### src/rtl/main.sv
// main: single-cycle 8-bit core with PC, 16-word hard-coded ROM, two registers and a combinational ALU.
module main #(
    parameter int ROM_DEPTH = 16,
    parameter int DATA_W = 8,
    parameter logic [ROM_DEPTH*8-1:0] ROM_IMAGE = 128'h00000000000000000000E2A85028D5C3
) (
    input  logic              CLK,
    input  logic              RST_N,
    output logic              rs,
    output logic              rd,
    output logic [DATA_W-1:0] rs_data,
    output logic [DATA_W-1:0] rd_data,
    output logic [DATA_W-1:0] alu_out,
    output logic [DATA_W-1:0] PC
);
    localparam int AW = $clog2(ROM_DEPTH);
    localparam logic [2:0] OP_NOP = 3'd0, OP_ADD = 3'd1, OP_SUB = 3'd2, OP_AND = 3'd3,
                           OP_OR = 3'd4, OP_XOR = 3'd5, OP_LDI = 3'd6, OP_JMP = 3'd7;
    logic [7:0]        instr;
    logic [2:0]        opcode;
    logic [DATA_W-1:0] imm;
    logic [DATA_W-1:0] regs [2];
    logic              wr;
    assign instr   = ROM_IMAGE[{PC[AW-1:0], 3'b000} +: 8];
    assign opcode  = instr[7:5];
    assign rd      = instr[4];
    assign rs      = instr[3];
    assign imm     = {{(DATA_W-3){1'b0}}, instr[2:0]};
    assign rs_data = regs[rs];
    assign rd_data = regs[rd];
    // NOP and JMP are the only opcodes that leave the register file untouched
    assign wr      = opcode != OP_NOP && opcode != OP_JMP;
    always_comb begin
        alu_out = '0;
        case (opcode)
            OP_ADD:         alu_out = rd_data + rs_data;
            OP_SUB:         alu_out = rd_data - rs_data;
            OP_AND:         alu_out = rd_data & rs_data;
            OP_OR:          alu_out = rd_data | rs_data;
            OP_XOR:         alu_out = rd_data ^ rs_data;
            OP_LDI, OP_JMP: alu_out = imm;
            default:        alu_out = '0;
        endcase
    end
    always_ff @(posedge CLK) begin
        if (!RST_N) begin
            PC      <= '0;
            regs[0] <= '0;
            regs[1] <= '0;
        end else begin
            if (wr) regs[rd] <= alu_out;
            PC <= opcode == OP_JMP ? imm : PC + DATA_W'(1);
        end
    end
endmodule

### config.mk
export PLATFORM = sky130hd
export DESIGN_NAME = main
export DESIGN_NICKNAME = d
export VERILOG_FILES = /design/src/rtl/main.sv
export SDC_FILE = /design/constraint.sdc
export NUM_CORES = 1
export LEC_CHECK = 0
export BUFFER_PORTS_ARGS = -buffer_cell sky130_fd_sc_hd__clkbuf_2
export CAP_MARGIN = 25
export CORE_UTILIZATION = 39
export CTS_BUF_LIST = sky130_fd_sc_hd__clkbuf_2
export DETAILED_ROUTE_END_ITERATION = 10
export PLACE_DENSITY = 0.63
export SYNTH_ARGS = -nofsm -noshare
export SYNTH_HDL_FRONTEND = slang
export SYNTH_SLANG_ARGS = --single-unit
### constraint.sdc
create_clock -name CLK -period 6.1 [get_ports CLK]
set_clock_uncertainty 0.15 [all_clocks]
set_input_delay 1.22 -clock CLK [delete_from_list [all_inputs] [get_ports CLK]]
set_output_delay 1.22 -clock CLK [all_outputs]
set_load 0.02 [all_outputs]
Word level (Yosys, flattened, before mapping):

Memory sizes are Yosys's and may differ from the RTL's.
Index checks and enable logic that the tools add are counted.

* flip-flop bits (word level): 8
* memory bits (writable): 16
* input port bits: 2
* output and inout bits: 34
* word-level logic and storage cells: 33
* memories kept: 1

* add/subtract/negate cells: 3
* eq/ne operators: 8
* shift operators: 1
* multiplexer cells: 9
* bitwise logic cells: 4
* reductions and logical operators: 5

Memory list
* regs: depth 2, width 8, read ports 2, clocked after memory_dff 0, wr ports 2, line 22 `logic [DATA_W-1:0] regs [2];`

Operators with widths (count)
* 128-bit by 8-bit variable part select with 8-bit output (first input constant): 1
* 8-bit one-hot mux with 6 select lines: 1
* 3-bit equality test (second input constant): 4
* 8-bit by 1-bit adder with 8-bit output (second input constant): 1
* 8-bit adder: 1
* 8-bit bitwise AND: 1
* 8-bit two-way mux: 1
* 8-bit bitwise OR: 1
* 8-bit OR reduction: 1
* 8-bit subtractor: 1
* 8-bit XOR: 1
* 3-bit by 2-bit equality test with 1-bit output (second input constant): 2
* 1-bit two-way mux: 6
* 2-bit OR reduction: 2
* 3-bit by 1-bit equality test with 1-bit output (second input constant): 1
* 3-bit two-way mux: 1
* 3-bit != test (second input constant): 1
* 3-bit nonzero test: 1
* 1-bit logical AND: 1
* 1-bit inverter: 1

Depth between registers and ports, before layout:

* depth in word-level cells: 8
* mapped depth: 16
* mapped depth without buffers: 15

Least setup slack after synthesis:

Ideal clock, no wire load.

* kind: register to output
* start point: register PC[1]
* end point: output alu_out[5]
* data arrival time: 3679 ps
* required time: 4730 ps
* slack: 1051 ps
* cell stages (with the launch flop): 16
* buffers on the path: 2
* cell sequence: dfxtp_1 -> clkbuf_1 -> inv_1 -> ha_1 -> mux2i_1 -> nor2_2 -> buf_2 -> o311ai_0 -> xnor2_1 -> ha_1 -> nand2_1 -> o21ai_0 -> a31oi_1 -> xnor2_1 -> a221oi_1 -> inv_1

* word-level cells in the longest chain between the ends: 4
* elaborated cells on any way between the ends: 16
* classes of those cells: add/sub (2); eq/ne (7); shift (1); mux (1); bitwise (3); reduce/logical (1); memory (1)

RTL lines
* start, declared: line 14 `output logic [DATA_W-1:0] PC`
* start signal, assigned: line 52 `PC <= opcode == OP_JMP ? imm : PC + DATA_W'(1);`
* 128-bit by 8-bit variable part select with 8-bit output (*): line 24 `assign instr = ROM_IMAGE[{PC[AW-1:0], 3'b000} +: 8];`
* via rs: line 9 `output logic rs,`
* memory 2 x 8 bit (*)
* 8-bit subtractor, or another cell as far along: line 37 `OP_SUB: alu_out = rd_data - rs_data;`
* 8-bit one-hot mux with 6 select lines (*): line 35 `case (opcode)`
* end, declared: line 13 `output logic [DATA_W-1:0] alu_out,`

The timed path passes the listed nets; every way through them passes the cells marked *.

Final worst setup path:

* start point: register PC[0]
* end point: output alu_out[7]

* word-level cells in the longest chain between the ends: 4
* elaborated cells on any way between the ends: 16
* classes of those cells: add/sub (2); eq/ne (7); shift (1); mux (1); bitwise (3); reduce/logical (1); memory (1)

RTL lines (line)
* 128-bit by 8-bit variable part select with 8-bit output (*): 24
* memory 2 x 8 bit / 3-bit equality test (equally long branches)
* 8-bit subtractor, or another cell as far along: 37
* 8-bit one-hot mux with 6 select lines (*): 35

Every way passes the cells marked *; elsewhere a longest branch is shown, timed or not.

==> flow_summary_export.csv <==
group,metric,value,unit
status,status,"completed",
sta,finalSetupTns,0,ns
clock_tree,cts_buffer_depth,2,
job,cap_violations,0,
critical_path,cp_slowest_stage_delay,0.54,ns
yosys,netlist_area,2320,µm²
critical_path,cp-start-kind,"flip-flop",
sta,fmax,0.176,GHz
yosys,async_flop_share,0,%
route,drc_errors,0,
yosys,synthFlopType,"edfxtp_1",
finish,drive_gt1_share,20.3,%
yosys,synth_top_area_share,20.7,%
sta,drv_slew,0,
floorplanning,initial_core_util,41.4,%
floorplanning,die_x,79.2,µm
floorplanning,num_rows,27,
route,finalWirelength,5510,µm
place,gp_congestion,0.849,
route,drt-vias-per-instance,5.28,
critical_path,worstSetupPathType,"flip-flop to output pin",
yosys,synth_nets,301,
yosys,synthTopCellsByArea,"edfxtp_1, ha_1, dfxtp_1",
finish,fin_nets,335,
sta,maxSlewHeadroom,51.9,%
min_path,hold_class,"flip-flop to flip-flop",
clock_tree,numCtsBuffers,3,
critical_path,cp-end-kind,"output pin",
route,first_pass_iters,4,
sta,finalCritPeriodShare,93.3,%
critical_path,crit_arrival,4.32,ns
clock_tree,cts_tree,"done",
grt,grt_max_degree,19,
clock_tree,postCtsSetupBuffers,0,
sta,worst_pin_slew,0.713,ns
min_path,whs_path_depth,2,
sta,rsz0062_at_grt,"no",
critical_path,path_max_fanout,10,
grt,grt_pass1_wl,9290,µm
sta,hold_viol,0,
finish,mostFrequentLayoutCells,"clkbuf_2, inv_1, nor2_1",
floorplanning,die_h,79.2,µm
grt,grt_pass1_vias,1912,
route,final_antenna_net_count,0,
sta,setup_slack,0.407,ns
finish,antenna_cells,0,
route,drt_iter0_drc,119,
clock_tree,clk_latency,0.33,ns
critical_path,cp_num_cells,17,
clock_tree,cts_root_buf,"clkbuf_2",
grt,grt_antenna_before_repair,0,
yosys,ys_seq_area_share,27.6,%
finish,final_common_cell,"clkbuf_2",
finish,fillCellCount,585,
yosys,yosysWarnings,0,
grt,grt.total_usage,18.8,%
place,dp_worst_setup_slack,0.536,ns
clock_tree,cts.sinks,24,
yosys,synth-edff-count,16,
critical_path,worst-path-buf-inv,5,
sta,min_period,5.69,ns
yosys,synth_top_area_cell,"edfxtp_1",
place,dp_hpwl,4460,µm
sta,setup_viol,0,
critical_path,crit_chain,"inv_1, ha_1, mux2i_2, nor2_4, buf_4, mux2i_1, inv_1, o21ai_0, xnor2_1, ha_1, a21o_1, a31o_2, a21o_1, a21o_1, a31oi_1, inv_1, clkbuf_2",
yosys,ys_types,51,
finish,syn2layout_area_growth,11.7,%
floorplanning,ioPinCount,36,
yosys,syn_inst,272,
floorplanning,core_area,5610,µm²
critical_path,critPathTopFamily,"compound AO/OA/AOI/OAI gates",
place,io_buffers,35,
clock_tree,clk_pin_slew,0.22,ns
route,wire_per_inst,14.6,µm
critical_path,slowest_stage,"dfxtp_1",
route,vias,1991,
grt,gr-total-overflow,0,
yosys,avgSynthCellArea,8.54,µm²
floorplanning,dieArea,6270,µm²
critical_path,required,4.73,ns
sta,hold_ws,0.405,ns
critical_path,r2r_cells,16,
clock_tree,cts_max_level,1,
yosys,ys_ff_latch,24,
[state kept, by name, indices dropped and copies added (netlist names)]
name	flops
regs	16
PC	8
[cell families (layout without fill, tap and decap cells)]
group,Yosys count,in the layout,synth area share (%)
xor gates and xnor gates,17,17,6.41
buffers and inverters,38,71,6.79
AOI/OAI and AO/OA,56,56,16.9
muxes,18,18,8.29
DFF,24,24,27.6
and+or+nand+nor,92,92,19.2
adders and majority gates,27,27,14.9
[metrics by stage]
step,area (µm²),utilization (%),instances
6_report,2600,46.3,377
5_1_grt,2600,46.3,377
4_1_cts,2580,46.1,377
3_5_place_dp,2560,45.7,373
3_3_place_gp,2560,45.6,372
2_1_floorplan,2320,-,272
[path summary, 6_finish.rpt]
check,from,slack (ns),end
setup / recovery,PC[0]$_SDFF_PN0_,0.41,alu_out[7]
hold / removal,PC[7]$_SDFF_PP0_,0.40,PC[7]$_SDFF_PP0_
setup reg to reg,PC[0]$_SDFF_PN0_,1.87,regs[0][7]$_SDFFCE_PN0P_
hold reg to reg,PC[7]$_SDFF_PP0_,0.40,PC[7]$_SDFF_PP0_
[worst reg2reg max path, stage by stage, from the launching register on]
cell	delay [ns]
dfxtp_1	0.54
inv_1	0.17
ha_1	0.29
mux2i_2	0.29
nor2_4	0.11
buf_4	0.22
mux2i_1	0.29
inv_1	0.12
o21ai_0	0.22
xnor2_1	0.15
ha_1	0.29
a21o_1	0.18
a31o_2	0.24
a21o_1	0.18
a21o_1	0.15
a31oi_1	0.30
nor2_1	0.09
[layer usage]
metal  track usage [%]  up-vias  share of wire, %
met4              5.45        0              0.94
li1                  -     1027                 -
met5                 0        -                 0
met3             0.805        4               4.3
met1              27.8      915                50
met2              29.5       45                45
[layout make-up]
| cell class | instances | area (µm²) | area share [%] |
|---|---|---|---|
| Clock buffer | 4 | 20.0 | 0.771 |
| Inverter | 28 | 105 | 4.05 |
| Multi-Input combinational cell | 210 | 1540 | 59.2 |
| Sequential cell | 24 | 642 | 24.7 |
| Tap cell | 72 | 90.1 | 3.47 |
| Timing Repair Buffer | 39 | 203 | 7.81 |
[Yosys cell counts (4+ instances only)]
cell type	count
a221oi_1	4
nand3_1	8
mux2i_1	8
nand2b_1	5
dfxtp_1	8
edfxtp_1	16
o21ai_0	13
mux2_2	10
buf_2	6
nor2_1	27
inv_1	28
xnor2_1	14
a21o_1	4
a21oi_1	12
nor2b_1	5
ha_1	26
nand2_1	24
nor3_1	7
[timing repair]
item,CTS,global route
resized for setup,0,4
hold buffers,0,0
endpoints found under the setup margin,0,4
Power is left out: the tool's default activity adds up to more than one toggle a clock period on the data nets, which glitch-free logic cannot reach.
